### config.mk
export PLATFORM = sky130hd
export DESIGN_NAME = cla_sub16_pipe
export DESIGN_NICKNAME = d
export VERILOG_FILES = /design/src/rtl/cla_sub16_pipe_pkg.sv /design/src/rtl/cla_sub16_pipe_cla.sv /design/src/rtl/cla_sub16_pipe.sv
export SDC_FILE = /design/constraint.sdc
export NUM_CORES = 1
export LEC_CHECK = 0
export CAP_MARGIN = 20
export CORE_ASPECT_RATIO = 2
export CORE_MARGIN = 2
export CORE_UTILIZATION = 45
export DETAILED_ROUTE_END_ITERATION = 10
export GPL_ROUTABILITY_DRIVEN = 0
export PLACE_DENSITY = 0.7
export SYNTH_ARGS = -nofsm -noshare
export SYNTH_HDL_FRONTEND = slang
export SYNTH_HIERARCHICAL = 1
export SYNTH_SLANG_ARGS = --single-unit
### constraint.sdc
create_clock -name clk -period 4 [get_ports clk]
set_input_delay 0.6 -clock clk [delete_from_list [all_inputs] [get_ports clk]]
set_output_delay 0.6 -clock clk [all_outputs]
set_load 0.005 [all_outputs]
### src/rtl/cla_sub16_pipe_pkg.sv
// Shared types and helpers for the pipelined CLA subtractor.
// The result bundle keeps the difference and its flags together so they move as one register.
package cla_sub16_pipe_pkg;

    localparam int DW = 16;

    // Packed layout, LSB first: zero at bit 0, ovf at bit 1, borrow at bit 2, difference above.
    localparam int FLAG_ZERO   = 0;
    localparam int FLAG_OVF    = 1;
    localparam int FLAG_BORROW = 2;

    typedef struct packed {
        logic [DW-1:0] out;
        logic          borrow;
        logic          ovf;
        logic          zero;
    } sub_result_t;

    // Build the result bundle from the adder output; a is the minuend, b the raw subtrahend.
    function automatic sub_result_t make_result(
        input logic [DW-1:0] a,
        input logic [DW-1:0] b,
        input logic [DW-1:0] d,
        input logic          cout
    );
        sub_result_t r;
        logic [2:0]  flags;
        flags              = '0;
        flags[FLAG_BORROW] = ~cout;
        flags[FLAG_OVF]    = (a[DW-1] != b[DW-1]) && (d[DW-1] != a[DW-1]);
        flags[FLAG_ZERO]   = (d == '0);
        r.out    = d;
        r.borrow = flags[FLAG_BORROW];
        r.ovf    = flags[FLAG_OVF];
        r.zero   = flags[FLAG_ZERO];
        return r;
    endfunction

endpackage

### src/rtl/cla_sub16_pipe_cla.sv
// Two-level carry-lookahead adder: 4-bit groups with internal lookahead,
// group generate/propagate combined across groups for the group carries.
module CLA_16bit_LookAheadUnit #(
    parameter int WIDTH = 16
) (
    input  logic [WIDTH-1:0] in1,
    input  logic [WIDTH-1:0] in2,
    input  logic             cin,
    output logic [WIDTH-1:0] sum,
    output logic             cout
);

    localparam int NG = WIDTH / 4;

    logic [WIDTH-1:0] g;
    logic [WIDTH-1:0] p;
    logic [WIDTH-1:0] c;
    logic [NG-1:0]    gg;
    logic [NG-1:0]    gp;
    logic [NG:0]      gc;

    assign g = in1 & in2;
    assign p = in1 ^ in2;

    for (genvar i = 0; i < NG; i++) begin : g_group
        localparam int B = 4 * i;

        assign gp[i] = p[B+3] & p[B+2] & p[B+1] & p[B];
        assign gg[i] = g[B+3]
                     | (p[B+3] & g[B+2])
                     | (p[B+3] & p[B+2] & g[B+1])
                     | (p[B+3] & p[B+2] & p[B+1] & g[B]);

        // Bit carries inside the group depend only on the group's incoming carry.
        assign c[B]   = gc[i];
        assign c[B+1] = g[B] | (p[B] & gc[i]);
        assign c[B+2] = g[B+1] | (p[B+1] & g[B]) | (p[B+1] & p[B] & gc[i]);
        assign c[B+3] = g[B+2] | (p[B+2] & g[B+1]) | (p[B+2] & p[B+1] & g[B])
                      | (p[B+2] & p[B+1] & p[B] & gc[i]);
    end

    always_comb begin
        gc[0] = cin;
        for (int i = 0; i < NG; i++) begin
            gc[i+1] = gg[i] | (gp[i] & gc[i]);
        end
    end

    assign sum  = p ^ c;
    assign cout = gc[NG];

endmodule

### src/rtl/cla_sub16_pipe.sv
// Two-stage pipelined subtractor (out = in1 - in2) on the lookahead adder, with
// valid/ready on both ends and registered borrow / signed-overflow / zero flags.
module cla_sub16_pipe
    import cla_sub16_pipe_pkg::*;
#(
    parameter int WIDTH = DW
) (
    input  logic             clk,
    input  logic             rst,
    input  logic             in_valid,
    output logic             in_ready,
    input  logic [WIDTH-1:0] in1,
    input  logic [WIDTH-1:0] in2,
    output logic             out_valid,
    input  logic             out_ready,
    output logic [WIDTH-1:0] out,
    output logic             borrow,
    output logic             ovf,
    output logic             zero
);

    logic             s1_valid;
    logic             s2_valid;
    logic [WIDTH-1:0] in1_reg;
    logic [WIDTH-1:0] in2_reg;
    logic [WIDTH-1:0] diff;
    logic             cout;
    logic             adv1;
    logic             adv2;
    sub_result_t      s2_res;
    sub_result_t      s2_next;

    // A stage may load when it is empty or its contents leave downstream this cycle.
    assign adv2     = !s2_valid || out_ready;
    assign adv1     = !s1_valid || adv2;
    assign in_ready = adv1;

    CLA_16bit_LookAheadUnit #(
        .WIDTH (WIDTH)
    ) u_cla (
        .in1  (in1_reg),
        .in2  (~in2_reg),
        .cin  (1'b1),
        .sum  (diff),
        .cout (cout)
    );

    always_comb begin
        s2_next = make_result(in1_reg, in2_reg, diff, cout);
    end

    always_ff @(posedge clk or negedge rst) begin
        if (!rst) begin
            s1_valid <= 1'b0;
            in1_reg  <= '0;
            in2_reg  <= '0;
        end else if (adv1) begin
            s1_valid <= in_valid;
            if (in_valid) begin
                in1_reg <= in1;
                in2_reg <= in2;
            end
        end
    end

    // Data only moves on a real S1 entry, so a stalled result stays put while out_valid is low too.
    always_ff @(posedge clk or negedge rst) begin
        if (!rst) begin
            s2_valid <= 1'b0;
            s2_res   <= '0;
        end else if (adv2) begin
            s2_valid <= s1_valid;
            if (s1_valid) begin
                s2_res <= s2_next;
            end
        end
    end

    assign out_valid = s2_valid;
    assign out       = s2_res.out;
    assign borrow    = s2_res.borrow;
    assign ovf       = s2_res.ovf;
    assign zero      = s2_res.zero;

endmodule

==> results of run 1 <==
[worst register-to-register path, cell delays in order, from the launching register on]
cell and delay [ps]:
dfrtp_1 400, ha_1 320, a211o_1 370, a211oi_2 240, nor4_1 110, or3_1 390
fa_1 400, xor2_1 180, nor4_1 260, nand4_1 130, mux2i_1 150
[cells in the mapped netlist, drive strengths merged, types with 4 or more instances]
cell type | n | area share (%)
nor4 | 5 | 1.0
nor2 | 6 | 0.73
buf | 4 | 2.3
a21o | 4 | 1.0
fa | 4 | 2.6
ha | 16 | 6.5
inv | 25 | 3.1
mux2 | 49 | 23
dfrtp | 53 | 43
nand2 | 7 | 1.6
a21oi | 5 | 0.82
xnor2 | 5 | 1.4
o21ai | 5 | 0.82
[layout make-up]
| type | instances | area [sq um] |
|---|---|---|
| Fill cell | 591 | 2790 |
| Timing Repair Buffer | 57 | 563 |
| Clock inverter | 1 | 5.00 |
| Inverter | 25 | 93.8 |
| Tap cell | 88 | 110 |
| Multi-Input combinational cell | 151 | 1580 |
| Clock buffer | 7 | 153 |
| Sequential cell | 53 | 1330 |
[power by group]
| part | internal, mW | switching, mW | total, mW | leakage, nW |
|---|---|---|---|---|
| clock | 0.265 | 0.191 | 0.456 | 0.0799 |
| sequential | 0.678 | 0.0892 | 0.767 | 0.619 |
| combinational | 0.530 | 0.361 | 0.891 | 1.10 |
| total | 1.47 | 0.641 | 2.11 | 1.80 |
[layout by cell type, fill, tap and decap left out, types with 4 or more instances in the layout]
cell | synthesis | routed
dfrtp_1 | 53 | 53
clkdlybuf4s50_1 | 0 | 55
mux2_2 | 11 | 11
xnor2_1 | 5 | 5
clkbuf_16 | 0 | 5
mux2_4 | 38 | 38
inv_1 | 25 | 25
nor4_1 | 5 | 5
ha_1 | 16 | 16
a21oi_1 | 5 | 5
fa_1 | 4 | 4
nor2_1 | 6 | 6
nand2_1 | 5 | 5
[stage by stage]
stage / total power [mW] / instance area [sq um]
after global routing: 2.24 / 3830
after floorplan: 1.32 / 3070
after CTS: 2.14 / 3830
after detailed placement: 1.68 / 3680
final: 2.11 / 3830
after global placement: 1.66 / 3680
[per-layer routing]
metal	vias to the layer above	GRT usage (%)	routed length [microns]
li1	939	-	-
met1	967	17.2	2190
met2	33	34.2	3490
met3	8	2.88	150
met4	0	8.06	130
met5	-	0	0
[kinds of logic after synthesis]
| group | count (synthesis) |
|---|---|
| XOR/XNOR | 8 |
| buffers and inverters | 29 |
| AO/OA/AOI/OAI | 29 |
| other | 1 |
| multiplexers | 51 |
| AND/OR/NAND/NOR | 40 |
| adder cells (fa/ha/maj) | 20 |
| flip-flops | 53 |
[how the worst max path moves through the flow]
| stage | start | to | slack (ps) | cells past startpoint |
|---|---|---|---|---|
| 6_report | in1_reg[0]$_DFFE_PN0P_ | zero$_DFFE_PN0P_ | 970 | 10 |
| 5_1_grt | in1_reg[0]$_DFFE_PN0P_ | zero$_DFFE_PN0P_ | 850 | 10 |
| 4_1_cts | in1_reg[0]$_DFFE_PN0P_ | zero$_DFFE_PN0P_ | 990 | 10 |
| 3_5_place_dp | in1_reg[0]$_DFFE_PN0P_ | zero$_DFFE_PN0P_ | 1000 | 10 |
| 3_3_place_gp | in1_reg[0]$_DFFE_PN0P_ | zero$_DFFE_PN0P_ | 1090 | 10 |
| 2_1_floorplan | in1_reg[0]$_DFFE_PN0P_ | zero$_DFFE_PN0P_ | 1220 | 10 |
==> results by group, run 1 <==
Outcome
  • Status: finished clean

Global route
  • Largest net degree at the start of global routing: 45
  • Tot GR Track Use: 17.4%
  • Number of global-route vias before repair: 2,077
  • Global route overflow: 0
  • Initial antenna violation count: 0
  • First-pass GRT wire length: 9950 microns

Logic synthesis
  • Synth unique cells: 49
  • Synthesized area per cell: 13.3 sq um
  • EDFF count, synth: 0
  • Xor/xnor cell area share of the yosys netlist: 2.28%
  • Syn Inst Count: 231
  • Main synth FF type: dfrtp_1
  • Synthesized flop and latch total: 53
  • Synth Area in Simple Gates: 8.36%
  • Mux cell area share after synthesis: 23.3%
  • Post-synthesis sequential area ratio: 43.2%
  • Async SR Flop Fraction: 100%
  • Complex-gate fraction of the synthesized area: 8.16%
  • Yosys warnings: 6
  • Post-Synth Adder-Cell Area: 9.14%
  • Mapped cell area: 3070 sq um
  • Main combinational cell family by area after synthesis: multiplexers

Cells and area
  • Share of layout cells above drive strength 1: 24.8%
  • Final Core Density: 57.9%
  • Layout Nets: 349
  • Non-Filler Instances: 382
  • Layout area overhead: 25.0%
  • Antenna cells: 0

Floorplan
  • Core Box Area: 6620 sq um
  • Die span in y: 121 microns
  • Chip Width: 62.4 microns
  • # IOs: 57
  • Starting Density: 46.3%
  • Area of the die: 7530 sq um
  • Rows: 42

Clock network
  • Number of clock sinks: 53
  • H-tree depth: 2
  • Clk_lat worst skew: 300 ps
  • CTS root buffer: clkbuf_16
  • CTS tree: done
  • Post-CTS setup repair buffer count: 0
  • Clock buffer depth: 2
  • Hold buffers post-CTS: 0
  • CTS buffer count: 5
  • Cts repair resizes: 0
  • Clock-pin slew on the worst setup and hold paths: 70 ps

Setup path
  • WP buf/inv: 0
  • CP Class: flop to flop
  • Reg2reg setup slack: 970 ps
  • Crit path max fanout: 3
  • Most frequent CP cell: nor4_1
  • FF-to-FF Start: in1_reg[0]$_DFFE_PN0P_
  • R2r endpoint: zero$_DFFE_PN0P_
  • Dominant delay contributor by cell family on the critical path: simple AND/OR/NAND/NOR gates
  • CP Capture Type: flop
  • Critical Path AT: 3240 ps
  • Slowest cell on the critical path: dfrtp_1
  • Worst path cell trace: ha_1 -> a211o_1 -> a211oi_2 -> nor4_1 -> or3_1 -> fa_1 -> xor2_1 -> nor4_1 -> nand4_1 -> mux2i_1
  • Crit start category: flop
  • Critical path required time: 4220 ps
  • Critical Path Max Stage Delay: 400 ps
  • FF-to-FF path depth: 10

Min path
  • Worst Hold Class: input port to async pin

Route
  • Vias: 1,947
  • DRC violation total after the first TritonRoute iteration: 82
  • Wirelength per Cell: 15.6 microns
  • Vias/cell: 5.10
  • Antenna Nets Post-Route: 0
  • DRC Markers: 0
  • Routed WL: 5960 microns
  • First-pass DRT Iterations: 4

Place
  • Placed Instances: 374
  • HPWL after DPL: 4530 microns
  • Port Buf Inserts: 56
  • Pre-CTS setup slack: 1000 ps

Run
  • Max_cap viols: 0

STA
  • Period utilisation layout: 75.6%
  • Least-Margin Pin Slew: 549 ps
  • Tmin final: 3030 ps
  • Final setup TNS: 0 ps
  • Worst setup margin: 975 ps
  • Final hold vios: 0
  • Fin Hold WS: 145 ps
  • FMAX: 0.331 GHz
  • RSZ-0062 raised after global routing: no
  • Slew headroom: 63.4%
  • Layout Skew: 9.56 ps
  • # setup viols final: 0
  • Count of pins over their slew limit: 0

Power and ir drop
  • Leakage: 1.80 nW
  • Worst vdd rail ir drop: 0.330 mV
  • PwrDens: 551 nW/um^2
(Power assumes the default switching activity.)
==> inputs of run 2 (changes only) <==
--- a/config.mk
+++ b/config.mk
@@ -11,7 +11,7 @@
 export CORE_UTILIZATION = 45
 export DETAILED_ROUTE_END_ITERATION = 10
 export GPL_ROUTABILITY_DRIVEN = 0
-export PLACE_DENSITY = 0.7
+export PLACE_DENSITY = 0.73
 export SYNTH_ARGS = -nofsm -noshare
 export SYNTH_HDL_FRONTEND = slang
 export SYNTH_HIERARCHICAL = 1
==> constraint.sdc (replaced) <==
create_clock -name clk -period 2.7 [get_ports clk]
set_input_delay 0.405 -clock clk [delete_from_list [all_inputs] [get_ports clk]]
set_output_delay 0.405 -clock clk [all_outputs]
set_load 0.005 [all_outputs]
==> results by group, run 2 (synthesis gave the netlist of run 1 again) <==
STA
  • Final hold vios: 0 (unchanged)
  • Period utilisation layout: 106% (+30 points)
  • Worst setup margin: -162 ps (-1140 ps)
  • Least-Margin Pin Slew: 647 ps (+98.0 ps)
  • Layout Skew: 5.50 ps (-4.06 ps)
  • Slew headroom: 56.9% (-6.5 points)
  • FMAX: 0.349 GHz (+5.7%)
  • Count of pins over their slew limit: 0 (unchanged)
  • # setup viols final: 2 (+2)
  • Fin Hold WS: 218 ps (+73.0 ps)
  • RSZ-0062 raised after global routing: yes
  • Tmin final: 2860 ps (-163 ps)
  • Final setup TNS: -205 ps (-205 ps)

Setup path
  • Slowest cell on the critical path: dfrtp_1
  • Critical Path Start: in2_reg[0]$_DFFE_PN0P_
  • Crit path max fanout: 3 (unchanged)
  • R2r endpoint: zero$_DFFE_PN0P_
  • Critical Path AT: 3080 ps (-160 ps)
  • Worst path cell trace: inv_2 -> ha_4 -> a211o_1 -> a211oi_2 -> nor4_2 -> or3_4 -> fa_2 -> xor2_2 -> nor4_2 -> nand4_1 -> mux2i_1
  • CP Capture Point: zero$_DFFE_PN0P_
  • CP Class: flop to flop
  • Crit start category: flop
  • CP Capture Type: flop
  • FF-to-FF Start: in2_reg[0]$_DFFE_PN0P_
  • Critical path required time: 2910 ps (-1310 ps)
  • FF-to-FF path depth: 11 (+1)
  • Most frequent CP cell: nor4_2
  • Reg2reg setup slack: -160 ps (-1140 ps)
  • Critical Path Max Stage Delay: 400 ps (about the same)

Cells and area
  • Antenna cells: 0 (unchanged)
  • Share of layout cells above drive strength 1: 33.1% (+8.3 points)
  • Most common cell after layout, fill and taps aside: clkdlybuf4s50_1
  • Layout area overhead: 31.8%
  • Fin area: 4040 sq um (+5.5%)
  • Layout Nets: 369 (+5.7%)
  • Most frequent cells in the layout: clkdlybuf4s50_1 (55), dfrtp_1 (53), mux2_4 (38)

Floorplan
  • Core Box Area: 6620 sq um (unchanged)
  • Area of the die: 7530 sq um (unchanged)
  • Rows: 42 (unchanged)
  • Starting Density: 46.3% (unchanged)
  • # IOs: 57 (unchanged)
  • Chip Width: 62.4 microns (unchanged)
  • Die span in y: 121 microns (unchanged)

Global route
  • Initial antenna violation count: 0 (unchanged)
  • Global route overflow: 0 (unchanged)
  • Number of global-route vias before repair: 2,215 (+6.6%)
  • Tot GR Track Use: 17.6% (+0.28 points)
  • First-pass GRT wire length: 10,200 microns (+2.1%)
  • Largest net degree at the start of global routing: 54 (+20%)

Run
  • Max_cap viols: 0 (unchanged)

Outcome
  • Status: finished with violations
  • Failing checks: negative setup slack

Clock network
  • Hold buffers post-CTS: 0 (unchanged)
  • Number of clock sinks: 53 (unchanged)
  • CTS buffer count: 5 (unchanged)
  • CTS root buffer: clkbuf_16
  • H-tree depth: 2 (unchanged)
  • Clock-pin slew on the worst setup and hold paths: 70 ps (about the same)
  • Clock buffer depth: 2 (unchanged)
  • Clk_lat worst skew: 290 ps (about the same)
  • CTS tree: done

Route
  • Vias: 2,036 (+4.6%)
  • First-pass DRT Iterations: 4 (unchanged)
  • Antenna Nets Post-Route: 0 (unchanged)
  • Routed WL: 6190 microns (+3.8%)
  • Wirelength per Cell: 15.4 microns (-1.3%)
  • DRC violation total after the first TritonRoute iteration: 43 (-48%)
  • DRC Markers: 0 (unchanged)
  • Vias/cell: 5.06 (-0.63%)

Power and ir drop
  • Worst vdd rail ir drop: 0.371 mV (+12%)
  • Leakage: 1.89 nW (+5.3%)
  • PwrDens: 817 nW/um^2 (+48%)

Place
  • HPWL after DPL: 4740 microns (+4.7%)
  • Port Buf Inserts: 56 (unchanged)
  • Placed Area: 3790 sq um (+3.2%)

Min path
  • Worst Hold Class: input port to async pin
==> run 2: cell count changes in the layout (fill, tap and decap cells not counted), sizes merged <==
cell  previous run  this run
buf              2        22
==> run 2: area by class of cell <==
cell class / count / area (sq um)
multi-input combinational: 151 / 1640
fill: 565 / 2580
timing repair buffer: 77 / 713
clock buffer: 7 / 153
inverter: 25 / 93.8
clock inverter: 1 / 5.00
tap: 88 / 110
sequential: 53 / 1330
==> run 2: worst min path at each step <==
stage | from | end | slack (ps) | cells after the start
detailed placement | in2_reg[5]$_DFFE_PN0P_ | in2_reg[5]$_DFFE_PN0P_ | 490 | 1
floorplan | rst | borrow$_DFFE_PN0P_ | 110 | 0
global placement | out[2]$_DFFE_PN0P_ | out[2]$_DFFE_PN0P_ | 490 | 1
CTS | rst | out[2]$_DFFE_PN0P_ | 250 | 2
finish | rst | out[2]$_DFFE_PN0P_ | 220 | 2
global route | rst | out[2]$_DFFE_PN0P_ | 280 | 2
==> run 2: through the flow <==
| stage | util (%) | setup slack (ps) | cells | power, mW |
|---|---|---|---|---|
| 2_1_floorplan | - | 40.1 | 233 | 1.97 |
| 4_1_cts | 60.5 | -123 | 399 | 3.30 |
| 6_report | 61.1 | -162 | 402 | 3.30 |
| 5_1_grt | 61.1 | -300 | 402 | 3.50 |
| 3_5_place_dp | 57.3 | -142 | 388 | 2.58 |
| 3_3_place_gp | 57.3 | -50.6 | 388 | 2.53 |
==> run 2: what timing repair did <==
| action | CTS | global route |
|---|---|---|
| setup buffers | 3 | 4 |
| pin swaps | 10 | 8 |
| setup endpoints to repair | 2 | 5 |
| gates resized for setup | 7 | 4 |
==> run 2: metal layers <==
layer	track usage (%)	up-vias	wire length [microns]
met5	0	-	0
met2	35.1	39	3660
met1	16.6	1007	2190
met4	9.31	0	184
met3	3.16	13	155
li1	-	977	-
==> run 2: critical path: cells and delay by family, from the launching register on <==
kind / cells / cell delay [ps]
muxes: 1 / 150
xor gates and xnor gates: 1 / 170
AOI/OAI and AO/OA: 2 / 580
DFF: 1 / 400
adders and majority gates: 2 / 560
and+or+nand+nor: 4 / 850
buffers and inverters: 1 / 80
==> run 2: power breakdown <==
part	leakage [nW]	internal, mW	switching (mW)
Clock	0.0799	0.393	0.273
Sequential	0.619	1.00	0.131
Combinational	1.19	0.911	0.590
==> inputs of run 3 (changes only) <==
--- a/config.mk
+++ b/config.mk
@@ -10,9 +10,9 @@
 export CORE_MARGIN = 2
 export CORE_UTILIZATION = 45
 export DETAILED_ROUTE_END_ITERATION = 10
-export GPL_ROUTABILITY_DRIVEN = 0
 export PLACE_DENSITY = 0.73
 export SYNTH_ARGS = -nofsm -noshare
 export SYNTH_HDL_FRONTEND = slang
 export SYNTH_HIERARCHICAL = 1
 export SYNTH_SLANG_ARGS = --single-unit
+export TNS_END_PERCENT = 20
==> results by group, run 3 (synthesis gave the netlist of run 1 again) <==
Floorplan
  • Rows: 42 (unchanged)
  • Core Box Area: 6620 sq um (unchanged)
  • Area of the die: 7530 sq um (unchanged)
  • # IOs: 57 (unchanged)
  • Chip Width: 62.4 microns (unchanged)
  • Die span in y: 121 microns (unchanged)
  • Starting Density: 46.3% (unchanged)

Power and ir drop
  • Worst vdd rail ir drop: 0.371 mV (+0.18%)
  • NetSw: 1.00 mW (+0.82%)
  • Leakage: 1.90 nW (+0.37%)
  • Power, Total: 3.32 mW (+0.72%)
  • Logic gate share of total power: 45.8% (+0.3 points)
  • Switching Share: 30.1% (+0.031 points)
  • P_int: 2.32 mW (+0.67%)
  • Flop pwr share: 34.1% (-0.3 points)
  • Clock power frac: 20.0% (-0.2 points)
  • PwrDens: 821 nW/um^2 (+0.50%)

Global route
  • Largest net degree at the start of global routing: 54 (unchanged)
  • Global route overflow: 0 (unchanged)
  • First-pass GRT wire length: 10,200 microns (unchanged)
  • Tot GR Track Use: 17.6% (unchanged)
  • Initial antenna violation count: 0 (unchanged)
  • Number of global-route vias before repair: 2,215 (unchanged)

STA
  • Fin Hold WS: 218 ps (+0.216 ps)
  • Final hold vios: 0 (unchanged)
  • Slew headroom: 56.9% (about the same)
  • Least-Margin Pin Slew: 647 ps (+0.175 ps)
  • Tmin final: 2880 ps (+14.6 ps)
  • Layout Skew: 6.00 ps (+0.502 ps)
  • # setup viols final: 2 (unchanged)
  • Final setup TNS: -328 ps (-123 ps)
  • Count of pins over their slew limit: 0 (unchanged)
  • RSZ-0062 raised after global routing: yes
  • FMAX: 0.348 GHz (-0.51%)
  • Period utilisation layout: 107% (+0.54 points)
  • Worst setup margin: -177 ps (-14.6 ps)

Min path
  • Worst Hold Class: input port to async pin

Outcome
  • Status: finished with violations
  • Failing checks: negative setup slack

Clock network
  • CTS tree: done
  • Clock buffer depth: 2 (unchanged)
  • CTS buffer count: 5 (unchanged)
  • Number of clock sinks: 53 (unchanged)
  • Clk_lat worst skew: 290 ps (about the same)
  • CTS root buffer: clkbuf_16
  • H-tree depth: 2 (unchanged)
  • Clock-pin slew on the worst setup and hold paths: 70 ps (about the same)

Cells and area
  • Share of layout cells above drive strength 1: 33.0% (-0.11 points)
  • Antenna cells: 0 (unchanged)
  • Final Core Density: 61.2% (+0.13 points)
  • Fin area: 4050 sq um (+0.22%)
  • Most frequent cells in the layout: clkdlybuf4s50_1 (55), dfrtp_1 (53), mux2_4 (38)
  • Layout Nets: 370 (+0.27%)
  • Most common cell after layout, fill and taps aside: clkdlybuf4s50_1
  • Layout area overhead: 32.1%

Place
  • Port Buf Inserts: 56 (unchanged)
  • HPWL after DPL: 4740 microns (unchanged)
  • RePlAce Congestion: 0.780
  • Placed Area: 3790 sq um (unchanged)

Run
  • Max_cap viols: 0 (unchanged)

Route
  • DRC violation total after the first TritonRoute iteration: 51 (+19%)
  • Antenna Nets Post-Route: 0 (unchanged)
  • First-pass DRT Iterations: 4 (unchanged)
  • Vias/cell: 5.08 (+0.24%)
  • Vias: 2,046 (+0.49%)
  • Routed WL: 6270 microns (+1.3%)
  • Wirelength per Cell: 15.6 microns (+1.1%)
  • DRC Markers: 0 (unchanged)

Setup path
  • Reg2reg setup slack: -180 ps (about the same)
  • Critical path required time: 2910 ps (about the same)
  • CP Class: flop to flop
  • Critical Path AT: 3090 ps (about the same)
  • FF-to-FF path depth: 11 (unchanged)
  • Crit start category: flop
  • Crit path max fanout: 3 (unchanged)
  • CP Capture Type: flop
## run 3: cell count changes in the layout (fill, tap and decap cells not counted)
cell / change
fa_1: +1
fa_2: -1
buf_6: +1
## run 3: area by class of cell
class / count / area [sq um]
clock inverter: 1 / 5.00
inverter: 25 / 93.8
multi-input combinational: 151 / 1640
timing repair buffer: 78 / 724
sequential: 53 / 1330
fill: 564 / 2570
clock buffer: 7 / 153
tap: 88 / 110
## run 3: final timing paths
check                                  startpoint                     end
setup / recovery           in2_reg[0]$_DFFE_PN0P_        zero$_DFFE_PN0P_
hold / removal                                rst      out[2]$_DFFE_PN0P_
setup reg to reg           in2_reg[0]$_DFFE_PN0P_        zero$_DFFE_PN0P_
hold reg to reg            in2_reg[5]$_DFFE_PN0P_  in2_reg[5]$_DFFE_PN0P_
max in group asynchronous                     rst  in1_reg[9]$_DFFE_PN0P_
min in group clk           in2_reg[5]$_DFFE_PN0P_  in2_reg[5]$_DFFE_PN0P_
## run 3: power groups by stage
| stage | registers [mW] | logic [mW] | clock network (mW) |
|---|---|---|---|
| floorplan | 1.13 | 0.833 | 0 |
| global placement | 1.14 | 1.39 | 0 |
| detailed placement | 1.15 | 1.43 | 0 |
| CTS | 1.14 | 1.49 | 0.673 |
| global route | 1.17 | 1.65 | 0.704 |
| finish | 1.13 | 1.52 | 0.666 |
## run 3: timing repair
item                                    CTS  global route
resized for setup                         7             4
pin swaps                                10             8
endpoints found under the hold margin     0             0
endpoints found under the setup margin    2             5
buffers inserted                          3             4
hold buffers                              0             0
## run 3: metrics by stage
step           std cells  setup WS (ps)
2_1_floorplan        233           40.1
3_3_place_gp         388          -50.6
3_5_place_dp         388           -142
4_1_cts              399           -123
5_1_grt              403           -337
6_report             403           -177
## run 3: worst max-delay path, stage by stage (launching register included)
cell      delay, ps
dfrtp_1         400
inv_2            80
ha_4            200
a211o_1         290
a211oi_2        290
nor4_2           80
or3_4           370
fa_2            360
xor2_2          170
nor4_2          270
nand4_1         140
mux2i_1         160
## run 3: metal layers
layer	up-vias	GRT usage, %	part of all wire [%]
met5	-	0	0
met4	0	9.31	2.9
met3	12	3.16	2.5
met2	39	35.1	60
met1	1013	16.6	35
li1	982	-	-
==> edit 1: new RTL, settings of run 2 <==
`DW`: 16 -> 32.
--- a/src/rtl/cla_sub16_pipe_pkg.sv
+++ b/src/rtl/cla_sub16_pipe_pkg.sv
@@ -2,7 +2,7 @@
 // The result bundle keeps the difference and its flags together so they move as one register.
 package cla_sub16_pipe_pkg;
 
-    localparam int DW = 16;
+    localparam int DW = 32;
 
     // Packed layout, LSB first: zero at bit 0, ovf at bit 1, borrow at bit 2, difference above.
     localparam int FLAG_ZERO   = 0;
Interface: changed (resized in1, in2 and out); port bits go from 57 to 105. No check against the original RTL was run, so the function may have changed too.
==> edit 1 against run 2 <==
The flow still finishes with violations (setup timing); worst setup slack worse by 0.40 ns; sequential cell count up 48; via count rose by 87%; maximum frequency fell by 12%; critical path depth increased by 7; wire length grew 100%; area after synthesis increased by 73%; power grew 95%; cell area grew 88%.
==> edit 1: results (changes against run 2) <==
place_ws_ns: -0.661  # was -0.142 ns
synth_compound_area_share_pct: 6.65  # was 8.16%
wirelength_um: 12500  # was 6190 um
synth_area_leaders: "dfrtp_1, mux2_2, ha_1"  # was dfrtp_1, mux2_4, ha_1
setup_viol: 19  # was 2
r2r_cells: 18  # was 11
cts-htree-levels: 3  # was 2
p_leak_nw: 3.39  # was 1.89 nW
drt_iter0_markers: 155  # was 43
worst_slew_pin_slew_ns: 0.648  # was 0.647 ns
ir_drop_mv: 0.470  # was 0.371 mV
vias_per_cell: 5.12  # was 5.06
grt_start_max_net_pins: 65  # was 54
grt_pass1_vias: 4227  # was 2215
cts_made_buffers: 9  # was 5
synthXorXnorAreaFrac_pct: 3.63  # was 2.28%
synth_commonest_cells: "dfrtp_1, mux2_2, inv_1, ha_1, mux2_1"  # was dfrtp_1, mux2_4, inv_1, ha_1, mux2_2
numPortBuffers: 104  # was 56
fin_worst_skew_ns: 0.00837  # was 0.00550 ns
crit_start: "in1_reg[0]$_DFFE_PN0P_"  # was in2_reg[0]$_DFFE_PN0P_
sw_frac_of_total_pct: 31.5  # was 30.1%
critical_path.max_stage_delay_ns: 0.41
ant_nets: 0  # unchanged
instances_no_fill: 742  # was 402
place_area_mm2: 0.00701  # was 0.00379 mm^2
timing.final.ws_setup_ns: -0.562  # was -0.162 ns
critPathTopFamily: "compound AO/OA/AOI/OAI gates"  # was simple AND/OR/NAND/NOR gates
ys_seq_area_share_pct: 47.6  # was 43.2%
dp_hpwl_um: 9380  # was 4740 um
synth-adder-area-share_pct: 10.6  # was 9.14%
arrival_ns: 3.51  # was 3.08 ns
syn_inst: 417  # was 231
synthMuxAreaShare_pct: 20.8  # was 23.3%
grt.total_usage_pct: 20.8  # was 17.6%
grt_first_pass_wirelength_um: 19900  # was 10200 um
clock_latency_ns: 0.35  # was 0.29 ns
crit_fanout: 2  # was 3
hold-worst-slack_ns: 0.0798  # was 0.218 ns
fin_setup_tns_ns: -3.53  # was -0.205 ns
status: "finished, violations left"  # unchanged
violations: "setup timing"  # unchanged
drive_gt1_share_pct: 38.1  # was 33.1%
==> edit 1: layer usage <==
metal / routed length [um] / GRT usage [%] / vias up
li1: - / - / 1799
met1: 4340 / 20.7 / 1902
met2: 7470 / 41.2 / 76
met3: 335 / 3.25 / 23
met4: 325 / 7.99 / 0
met5: 0 / 0 / -
==> edit 1: power groups by stage <==
stage          Clock [mW]  Sequential (mW)  Combinational (mW)
3_5_place_dp            0             2.20                2.74
6_report             1.23             2.18                3.02
2_1_floorplan           0             2.16                1.38
3_3_place_gp            0             2.19                2.66
4_1_cts              1.26             2.18                2.90
5_1_grt              1.33             2.23                3.29
==> edit 1: cell type report <==
class	count	area [um^2]
timing repair buffer	170	1560
clock inverter	5	36.3
tap	145	181
multi-input combinational	269	2880
fill	956	4050
clock buffer	11	243
antenna	1	2.50
inverter	40	150
sequential	101	2530
==> edit 1: what timing repair did <==
item	4_1_cts	5_1_grt
gates resized for setup	15	25
gates cloned	0	0
pin swaps	18	25
setup endpoints to repair	17	22
buffers inserted	8	7
==> edit 2: new RTL, config.mk and constraints of run 2 <==
Without the edit above. Make the reset (`rst`) synchronous in 2 clocked blocks.
--- a/src/rtl/cla_sub16_pipe.sv
+++ b/src/rtl/cla_sub16_pipe.sv
@@ -49,7 +49,7 @@
         s2_next = make_result(in1_reg, in2_reg, diff, cout);
     end
 
-    always_ff @(posedge clk or negedge rst) begin
+    always_ff @(posedge clk) begin
         if (!rst) begin
             s1_valid <= 1'b0;
             in1_reg  <= '0;
@@ -64,7 +64,7 @@
     end
 
     // Data only moves on a real S1 entry, so a stalled result stays put while out_valid is low too.
-    always_ff @(posedge clk or negedge rst) begin
+    always_ff @(posedge clk) begin
         if (!rst) begin
             s2_valid <= 1'b0;
             s2_res   <= '0;
Behaviour: differs if rst is asserted again (counterexample within 4 cycles, from zero or initial values and one cycle with rst low); with rst held inactive, the same outputs for 10 cycles.
==> edit 2 against run 2 <==
Sequential share of layout area decreased by 4.3 points; worst hold slack improved by 0.26 ns; cell area decreased by 7.6%; area after synthesis decreased by 5.3%; sequential cell count unchanged; worst setup slack improved by 0.26 ns; wire length increased by 6.1%; count of clock-buffer cells in the layout unchanged.
Power is not compared: it rests on default switching activity, and its combinational part moved more than twofold at a synthesized area within 25%.
==> edit 2: results (changes against run 2) <==
status: "finished, final reports clean"  # was finished, violations left
yosys_warnings: 6  # unchanged
numPortBuffers: 56  # unchanged
drt_iter0_markers: 121  # was 43
arrival_ns: 2.82  # was 3.08 ns
min_from: "in2_reg[1]$_SDFFE_PN0P_"
dp_hpwl_um: 5000  # was 4740 um
vias_per_cell: 5.48  # was 5.06
drive_gt1_share_pct: 11.8  # was 33.1%
r2r_start: "in2_reg[1]$_SDFFE_PN0P_"  # was in2_reg[0]$_DFFE_PN0P_
grt.total_usage_pct: 19.8  # was 17.6%
worst_slew_pin_slew_ns: 0.718  # was 0.647 ns
clk_pin_slew_ns: 0.06
cts_buffer_depth: 2  # unchanged
totalPowerFinal_mw: 2.05
synth.distinct_cells: 50  # was 49
final_nets: 462  # was 369
synth_area_leaders: "dfxtp_1, a21oi_1, nand3_1"  # was dfrtp_1, mux2_4, ha_1
p_leak_nw: 1.38
fin_worst_skew_ns: 0.00297  # was 0.00550 ns
clock_latency_ns: 0.29  # about the same
wirelength_um: 6570  # was 6190 um
antennaDiodeCount: 0  # unchanged
drt-pass1-iter-count: 4  # unchanged
hp-class: "register to register"  # was input port to async pin
syn_inst: 356  # was 231
ir_drop_mv: 0.421
synth_commonest_cells: "a21oi_1, dfxtp_1, nand3_1, o21ai_0, inv_1"  # was dfrtp_1, mux2_4, inv_1, ha_1, mux2_2
ys_seq_area_share_pct: 36.6  # was 43.2%
cp-start-kind: "register"  # unchanged
grt_start_max_net_pins: 53  # was 54
cts_made_buffers: 5  # unchanged
ant_nets: 0  # unchanged
async_reset_ff_share_pct: 0  # was 100%
grt_first_pass_wirelength_um: 11000  # was 10200 um
cts_root_buffer: "clkbuf_16"  # unchanged
cts-htree-levels: 2  # unchanged
grt_pass1_vias: 2505  # was 2215
crit_fanout: 3  # unchanged
antenna_found_initial: 0  # unchanged
==> edit 2: path summary, 6_finish.rpt <==
check	slack, ns	to	cells past startpoint
setup / recovery	0.1	zero$_SDFFE_PN0P_	11
setup reg to reg	0.1	zero$_SDFFE_PN0P_	11
hold reg to reg	0.47	in2_reg[1]$_SDFFE_PN0P_	2
hold / removal	0.47	in2_reg[1]$_SDFFE_PN0P_	2
==> edit 2: through the flow <==
stage          setup slack (ns)  std cells  area [um^2]
3_5_place_dp             -0.113        484         3510
2_1_floorplan            0.0631        358         2910
4_1_cts                  0.0265        491         3680
6_report                 0.0989        492         3730
3_3_place_gp            -0.0431        484         3510
5_1_grt                 0.00570        492         3730
==> edit 2: worst max-delay path, cell delays in order (launching register included) <==
cell	delay [ns]
dfxtp_2	0.32
inv_1	0.03
ha_1	0.29
o21a_2	0.24
a211oi_2	0.30
nor4_2	0.07
or3_4	0.37
fa_2	0.34
xor2_1	0.17
nor3_2	0.17
nand3_1	0.10
o21ai_1	0.14
==> edit 2: kinds of logic after synthesis <==
family,count (synthesis),synth area share [%]
XOR/XNOR,8,2.41
adder cells (fa/ha/maj),20,9.66
AND/OR/NAND/NOR,89,15.9
other,1,0.129
buffers and inverters,53,8.66
flip-flops,53,36.6
AO/OA/AOI/OAI,132,26.6
==> edit 2: repair_timing <==
item,4_1_cts,5_1_grt
endpoints found under the setup margin,1,2
cloned,0,0
gates resized for setup,8,13
hold buffers,0,0
buffers inserted,0,1
pin swaps,8,14
==> edit 2: cell type report <==
cell class | instances | area (um^2)
Clock buffer | 7 | 143
Fill cell | 600 | 2520
Inverter | 27 | 106
Multi-Input combinational cell | 252 | 1670
Sequential cell | 53 | 1060
Tap cell | 86 | 108
Timing Repair Buffer | 67 | 643
==> edit 2: routing by layer <==
| metal | vias up | part of all wire [%] | track usage, % |
|---|---|---|---|
| li1 | 1361 | - | - |
| met1 | 1249 | 38 | 22.3 |
| met2 | 69 | 55 | 34.1 |
| met3 | 15 | 3.9 | 3.19 |
| met4 | 0 | 3.0 | 9.51 |
| met5 | - | 0 | 0 |
==> edit 2: power breakdown <==
group | total, mW | internal (mW) | leakage (nW) | switching, mW
clock | 0.623 | 0.364 | 0.0700 | 0.259
combinational | 0.565 | 0.286 | 0.872 | 0.279
sequential | 0.865 | 0.836 | 0.437 | 0.0289
